[config.mk]
export PLATFORM = sky130hd
export DESIGN_NAME = vc_weighted_arbiter
export DESIGN_NICKNAME = d
export VERILOG_FILES = /design/src/rtl/vc_weighted_arbiter.sv
export SDC_FILE = /design/constraint.sdc
export NUM_CORES = 1
export LEC_CHECK = 0
export ABC_AREA = 1
export CORE_MARGIN = 2
export CORE_UTILIZATION = 45
export CTS_BUF_LIST = sky130_fd_sc_hd__clkbuf_8
export CTS_CLUSTER_SIZE = 16
export DETAILED_ROUTE_END_ITERATION = 16
export GPL_ROUTABILITY_DRIVEN = 0
export PLACE_DENSITY = 0.89
export SLEW_MARGIN = 15
export SYNTH_ARGS = -nofsm -noshare
export SYNTH_HDL_FRONTEND = slang
export SYNTH_SLANG_ARGS = --single-unit
[constraint.sdc]
create_clock -name clk -period 2.5 [get_ports clk]
set_clock_uncertainty 0.05 [all_clocks]
set_input_delay 0.625 -clock clk [delete_from_list [all_inputs] [get_ports clk]]
set_output_delay 0.625 -clock clk [all_outputs]
set_load 0.005 [all_outputs]
[src/rtl/vc_weighted_arbiter.sv]
// Weighted round-robin mover from two VC FIFOs into two destination FIFOs.
// Pop is combinational; routed push lands one cycle later. Stalls on any destination almost-full.
module vc_weighted_arbiter #(
    parameter int DATA_W   = 6,
    parameter int DEST_BIT = 5,
    parameter int WEIGHT   = 3,
    parameter int CNT_W    = 8
) (
    input  logic              clk,
    input  logic              reset,
    input  logic              en,
    input  logic              vc0_empty,
    input  logic              vc1_empty,
    input  logic [DATA_W-1:0] vc0_data,
    input  logic [DATA_W-1:0] vc1_data,
    input  logic              d0_almost_full,
    input  logic              d1_almost_full,
    output logic              vc0_pop,
    output logic              vc1_pop,
    output logic              d0_push,
    output logic              d1_push,
    output logic [DATA_W-1:0] d_data,
    output logic [1:0]        arb_state,
    output logic [CNT_W-1:0]  gnt_cnt0,
    output logic [CNT_W-1:0]  gnt_cnt1
);

    localparam int WC_W = (WEIGHT < 1) ? 1 : $clog2(WEIGHT + 1);
    localparam logic [WC_W-1:0] WMAX = WC_W'(WEIGHT);

    typedef enum logic [1:0] {
        ST_IDLE  = 2'd0,
        ST_ARB   = 2'd1,
        ST_STALL = 2'd2
    } state_t;

    state_t            r_state;
    state_t            w_state_nxt;
    logic [WC_W-1:0]   r_wcnt;
    logic              r_pend;
    logic              r_pend_src;
    logic [CNT_W-1:0]  r_cnt0;
    logic [CNT_W-1:0]  r_cnt1;

    logic              w_go;
    logic              w_vc0_turn;
    logic              w_gnt0;
    logic              w_gnt1;

    assign w_go       = en & ~d0_almost_full & ~d1_almost_full;
    assign w_vc0_turn = (r_wcnt < WMAX);

    // Gated with reset so no FIFO is popped while the block is held in reset.
    assign w_gnt0 = reset & w_go & ~vc0_empty & (vc1_empty | w_vc0_turn);
    assign w_gnt1 = reset & w_go & ~vc1_empty & (vc0_empty | ~w_vc0_turn);

    assign vc0_pop = w_gnt0;
    assign vc1_pop = w_gnt1;

    assign d_data  = r_pend ? (r_pend_src ? vc1_data : vc0_data) : '0;
    assign d0_push = r_pend & ~d_data[DEST_BIT];
    assign d1_push = r_pend &  d_data[DEST_BIT];

    assign arb_state = r_state;
    assign gnt_cnt0  = r_cnt0;
    assign gnt_cnt1  = r_cnt1;

    always_comb begin
        w_state_nxt = ST_ARB;
        if (!en) begin
            w_state_nxt = ST_IDLE;
        end else if (d0_almost_full || d1_almost_full) begin
            w_state_nxt = ST_STALL;
        end else if (vc0_empty && vc1_empty) begin
            w_state_nxt = ST_IDLE;
        end
    end

    always_ff @(posedge clk or negedge reset) begin
        if (!reset) begin
            r_state    <= ST_IDLE;
            r_wcnt     <= '0;
            r_pend     <= 1'b0;
            r_pend_src <= 1'b0;
            r_cnt0     <= '0;
            r_cnt1     <= '0;
        end else begin
            r_state    <= w_state_nxt;
            r_pend     <= w_gnt0 | w_gnt1;
            r_pend_src <= w_gnt1;

            // VC0 streak only counts while VC1 is actually waiting.
            if (vc1_empty || w_gnt1) begin
                r_wcnt <= '0;
            end else if (w_gnt0) begin
                r_wcnt <= r_wcnt + 1'b1;
            end

            if (w_gnt0) begin
                r_cnt0 <= r_cnt0 + 1'b1;
            end
            if (w_gnt1) begin
                r_cnt1 <= r_cnt1 + 1'b1;
            end
        end
    end

endmodule

==> flow_summary.ini, run 1 <==
[yosys]
synth.distinct_cells = 19
syn_avg_cell_area_sq_um = 7.291
syn_inst = 174
ys_ff_latch = 22
netlist_area_sq_mm = 0.001269
yosysWarnings = 0
ys_seq_area_share_pct = 43.39
syn_nets = 196

[sta]
finalCriticalPeriod_ns = 2.435
tns_ns = 0
worstMarginPinSlew_ns = 0.2752
slew_viol_final = 0
rsz0062_at_grt = no
final_hold_viol_count = 0
fmax_ghz = 0.4107
slew_headroom_pct = 81.59
period_share_pct = 97.40
setup_ws_ns = 0.06494
setup_viol = 0

[global_routing]
antenna_found_initial = 0
grt_max_degree = 23
grt_pass1_vias = 1157
overflow = 0
grt_usage_pct = 19.57
grt_pass1_wl_microns = 5030

[die]
io-pin-count = 47
die-area_sq_mm = 0.003260
die_h_microns = 57.10
core_area_sq_mm = 0.002710
num_rows = 19
initial_core_util_pct = 46.81
dieWidth_microns = 57.10

[run]
cap_violations = 0

[power]
power.density_mw_per_mm2 = 496.5
vdd_drop_max_mv = 0.4125
total_power_w = 0.0009231
p_leak_nw = 0.9312

[final_layout]
fin_nets = 252
multi_input_area_sq_um = 638.1
area_delta_synth_final_pct = 46.55
seqCellArea_sq_um = 550.5
postLayoutCoreUtil_pct = 68.61
n_fill_cell = 237
drive_above_1_share_pct = 8.772
fin_cells = 259
num_antenna_cells = 0

[routing]
ant_nets = 0
drt-total-wl_microns = 2968
viasPerCell = 4.992
remaining_drc_errors = 0
dr.pass1.iters = 4
vias = 1293
wl_per_cell_microns = 11.46
drt_iter0_markers = 29

[place]
numPortBuffers = 46
pre_cts_ws_ns = -0.1625
hpwl_microns = 2268
place_inst = 255

[setup_path]
crit_start = vc0_data[2]
crit_arrival_ns = 1.76
cp_max_fo = 1
worstReg2RegEnd = gnt_cnt1[3]$_DFFE_PN0P_
r2r_slack_ns = 0.94
r2r_cells = 7
cp.required_ns = 1.82
crit_type = input port to output pin
end_kind = output pin
crit_path_start_kind = input port
r2r_start = r_wcnt[0]$_DFFE_PN0P_

[clock_network]
cts_tree = yes
hold_buffers = 0
clk_pin_slew_worst_paths_ns = 0.07
clockRootBuffer = clkbuf_8
cts_buffer_depth = 2
cts_sinks = 22
clk-insertion-delay-late_ns = 0.25
numCtsBuffers = 3
cts.htree.levels = 1

[worst_hold_path]
worstHoldStart = r_wcnt[1]$_DFFE_PN0P_
hold_class = flip-flop to flip-flop
hold_depth = 2
whs_endpoint = r_wcnt[1]$_DFFE_PN0P_

[run_status]
status = completed
## worst max-delay path, stage by stage
cell and delay [ns]:
clkdlybuf4s50_1 0.45, o21ai_0 0.07, nor2_1 0.11, clkdlybuf4s50_1 0.51
## worst max path at each step
stage,to,slack [ns],cells after the start
detailed placement,vc1_pop,-0.16,4
finish,d_data[2],0.06,4
global placement,vc1_pop,-0.15,5
floorplan,vc0_pop,0.68,4
CTS,d_data[5],0.009,4
global route,d_data[2],0.01,4
## final cells by class
class	count	area share, %
clock buffers	3	2.221
inverters	17	3.432
multi-input cells	132	34.32
flip-flops and latches	22	29.61
well taps	31	2.086
repair buffers	54	28.33
## flip-flops by register name, summed over array words and instances, names as in the netlist
| signal | cells |
|---|---|
| arb_state | 2 |
| gnt_cnt0 | 8 |
| gnt_cnt1 | 8 |
| r_pend | 1 |
| r_pend_src | 1 |
| r_wcnt | 2 |
## kinds of logic (layout without fill, tap and decap cells)
logic type	count (synthesis)	count (layout)	share of synthesized area [%]
fa+ha+maj	3	3	2.959
buf+inv	20	74	7.396
compound gates	12	12	4.734
simple gates	113	113	38.17
flops	22	22	43.39
xor+xnor	4	4	3.354
## layer usage
metal	global-route usage, %	share of wire [%]	up-vias
met4	4.983	0.34	0
met5	0	0	-
met3	3.175	6.7	2
met1	24.23	43	607
met2	35.47	50	37
li1	-	-	647
## cell usage in the layout (no fill, tap or decap), types with 2 or more instances in the layout
| master | synthesis | routed |
|---|---|---|
| xnor2_1 | 2 | 2 |
| nand2_1 | 72 | 70 |
| nand2_2 | 0 | 2 |
| nor2_1 | 22 | 22 |
| inv_1 | 17 | 17 |
| o21ai_0 | 10 | 9 |
| ha_1 | 3 | 3 |
| nor2_4 | 2 | 3 |
| buf_4 | 1 | 8 |
| clkdlybuf4s50_1 | 0 | 39 |
| clkbuf_8 | 0 | 3 |
| dlymetal6s2s_1 | 0 | 4 |
| dfrtp_1 | 22 | 22 |
| dlygate4sd2_1 | 0 | 3 |
| nand3_1 | 12 | 12 |
## cell usage after synthesis (all sizes together)
master / instances / share of area (%)
nand3: 13 / 6.1
nand4: 1 / 0.49
dfrtp: 22 / 43
nand2: 72 / 21
buf: 3 / 2.4
nor2: 25 / 8.8
ha: 3 / 3.0
inv: 17 / 5.0
a21oi: 2 / 0.79
xor2: 2 / 2.0
o21ai: 10 / 3.9
nand3b: 2 / 1.5
xnor2: 2 / 1.4
## metrics by stage
stage,hold WS (ns),area (sq um)
after global placement,0.4491,1790
final,0.4721,1859
after CTS,0.4752,1844
after floorplan,0.2794,1269
after detailed placement,0.4535,1790
after global routing,0.5099,1859
## where the power goes
group / total (W) / switching [W] / internal (W)
registers: 0.000462 / 0.0000630 / 0.000399
clock network: 0.000213 / 0.000106 / 0.000107
logic: 0.000248 / 0.000102 / 0.000146
## what timing repair did
action / CTS / global route
buffers inserted: 1 / 0
pin swaps: 2 / 1
resized for setup: 6 / 6
endpoints found under the setup margin: 4 / 4
Note: power is estimated with default switching activity, not from simulation.
==> run 2: changes to the inputs <==
--- a/config.mk
+++ b/config.mk
@@ -12,7 +12,7 @@
 export CTS_CLUSTER_SIZE = 16
 export DETAILED_ROUTE_END_ITERATION = 16
 export GPL_ROUTABILITY_DRIVEN = 0
-export PLACE_DENSITY = 0.89
+export PLACE_DENSITY = 0.81
 export SLEW_MARGIN = 15
 export SYNTH_ARGS = -nofsm -noshare
 export SYNTH_HDL_FRONTEND = slang
==> flow_summary.ini, run 2 (synthesis results as in run 1) <==
[run_status]
status = completed

[global_routing]
grt_pass1_vias = 1126
antenna_found_initial = 0
grt_usage_pct = 18.84
grt_pass1_wl_microns = 4802
grt_max_degree = 23
overflow = 0

[sta]
holdWs_ns = 0.4771
finalCriticalPeriod_ns = 2.413
setup_viol = 0
tns_ns = 0
final_hold_viol_count = 0
slew_headroom_pct = 78.55
worstMarginPinSlew_ns = 0.3184
slew_viol_final = 0
period_share_pct = 96.52
rsz0062_at_grt = no
fmax_ghz = 0.4144

[place]
hpwl_microns = 2095
place_inst = 253
numPortBuffers = 46

[worst_hold_path]
hold_class = flip-flop to flip-flop

[routing]
viasPerCell = 4.837
remaining_drc_errors = 0
dr.pass1.iters = 4
drt-total-wl_microns = 2735
drt_iter0_markers = 32
ant_nets = 0
vias = 1243
wl_per_cell_microns = 10.64

[die]
core_area_sq_mm = 0.002710
die-area_sq_mm = 0.003260
dieWidth_microns = 57.10
io-pin-count = 47
initial_core_util_pct = 46.81
die_h_microns = 57.10
num_rows = 19

[final_layout]
num_antenna_cells = 0
final_common_cell = nand2_1
drive_above_1_share_pct = 7.965
multi_input_area_sq_um = 638.1
n_fill_cell = 234
final_cell_mix = nand2_1 (70), clkdlybuf4s50_1 (41), nor2_1 (22), dfrtp_1 (22), inv_1 (17)
area_delta_synth_final_pct = 45.76
seqCellArea_sq_um = 550.5
fin_cells = 257
fin_nets = 249

[clock_network]
numCtsBuffers = 3
cts_buffer_depth = 2
clockRootBuffer = clkbuf_8
post-cts-setup-buffers = 0
clk-insertion-delay-late_ns = 0.26
clk_pin_slew_worst_paths_ns = 0.08
cts_sinks = 22
cts_tree = yes
cts.htree.levels = 1
hold_buffers = 0

[power]
vdd_drop_max_mv = 0.5164
p_leak_nw = 0.9057
power.density_mw_per_mm2 = 516.4

[setup_path]
crit_type = input port to output pin
crit_path_end = d_data[2]
r2r_cells = 7
r2r_start = r_wcnt[0]$_DFFE_PN0P_
crit_start = vc0_data[2]
worstReg2RegEnd = gnt_cnt1[6]$_DFFE_PN0P_
end_kind = output pin
cp_max_fo = 1
r2r_slack_ns = 0.89
cp.required_ns = 1.82
crit_arrival_ns = 1.74
crit_path_start_kind = input port

[run]
cap_violations = 0
run 2: cell types whose count changed in the layout (fill, tap and decap cells not counted):
cell,change
clkbuf_8,+1
dlygate4sd2_1,-1
dlymetal6s2s_1,-1
o21ai_1,-1
buf_4,-3
clkdlybuf4s50_1,+2
o21ai_0,+1
run 2: metrics by stage:
stage / util, % / total power, W / setup slack, ns / instance area, sq um
floorplan: - / 0.0005524 / 0.6769 / 1269
global placement: 65.51 / 0.0007034 / -0.1853 / 1775
detailed placement: 65.51 / 0.0007070 / -0.1880 / 1775
CTS: 67.77 / 0.0009673 / 0.006501 / 1837
global route: 68.24 / 0.001016 / 0.02387 / 1849
finish: 68.24 / 0.0009550 / 0.08712 / 1849
run 2: worst min path at each step:
stage	slack, ns	startpoint	endpoint	cells past startpoint
floorplan	0.28	reset	arb_state[0]$_DFF_PN0_	0
global placement	0.46	gnt_cnt0[0]$_DFFE_PN0P_	gnt_cnt0[0]$_DFFE_PN0P_	1
detailed placement	0.46	gnt_cnt0[0]$_DFFE_PN0P_	gnt_cnt0[0]$_DFFE_PN0P_	1
CTS	0.48	gnt_cnt0[0]$_DFFE_PN0P_	gnt_cnt0[0]$_DFFE_PN0P_	1
global route	0.50	gnt_cnt0[0]$_DFFE_PN0P_	gnt_cnt0[0]$_DFFE_PN0P_	1
finish	0.48	gnt_cnt0[0]$_DFFE_PN0P_	gnt_cnt0[0]$_DFFE_PN0P_	1
run 2: cell type report:
cell class | instances | share of cell area [%]
Inverter | 17 | 3.451
Timing Repair Buffer | 51 | 27.20
Sequential cell | 22 | 29.77
Tap cell | 31 | 2.097
Multi-Input combinational cell | 132 | 34.51
Clock buffer | 4 | 2.977
run 2: repair_timing:
item,CTS,global route
gates resized for setup,4,5
pin swaps,0,1
endpoints found under the setup margin,4,3
run 2: per-layer routing:
| layer | vias to the layer above | track usage [%] | wire, microns |
|---|---|---|---|
| met3 | 7 | 4.082 | 227 |
| met2 | 53 | 30.87 | 1253 |
| met1 | 543 | 23.40 | 1181 |
| met5 | - | 0 | 0 |
| met4 | 0 | 9.635 | 73 |
| li1 | 640 | - | - |
run 2: worst max-delay path, cell delays in order:
cell	delay, ns
clkdlybuf4s50_1	0.46
o21ai_0	0.07
nor2_1	0.09
clkdlybuf4s50_1	0.50
run 2: where the power goes:
group	switching [W]	internal [W]	total (W)
clock network	0.000113	0.000140	0.000253
logic	0.0000973	0.000145	0.000242
registers	0.0000612	0.000399	0.000460
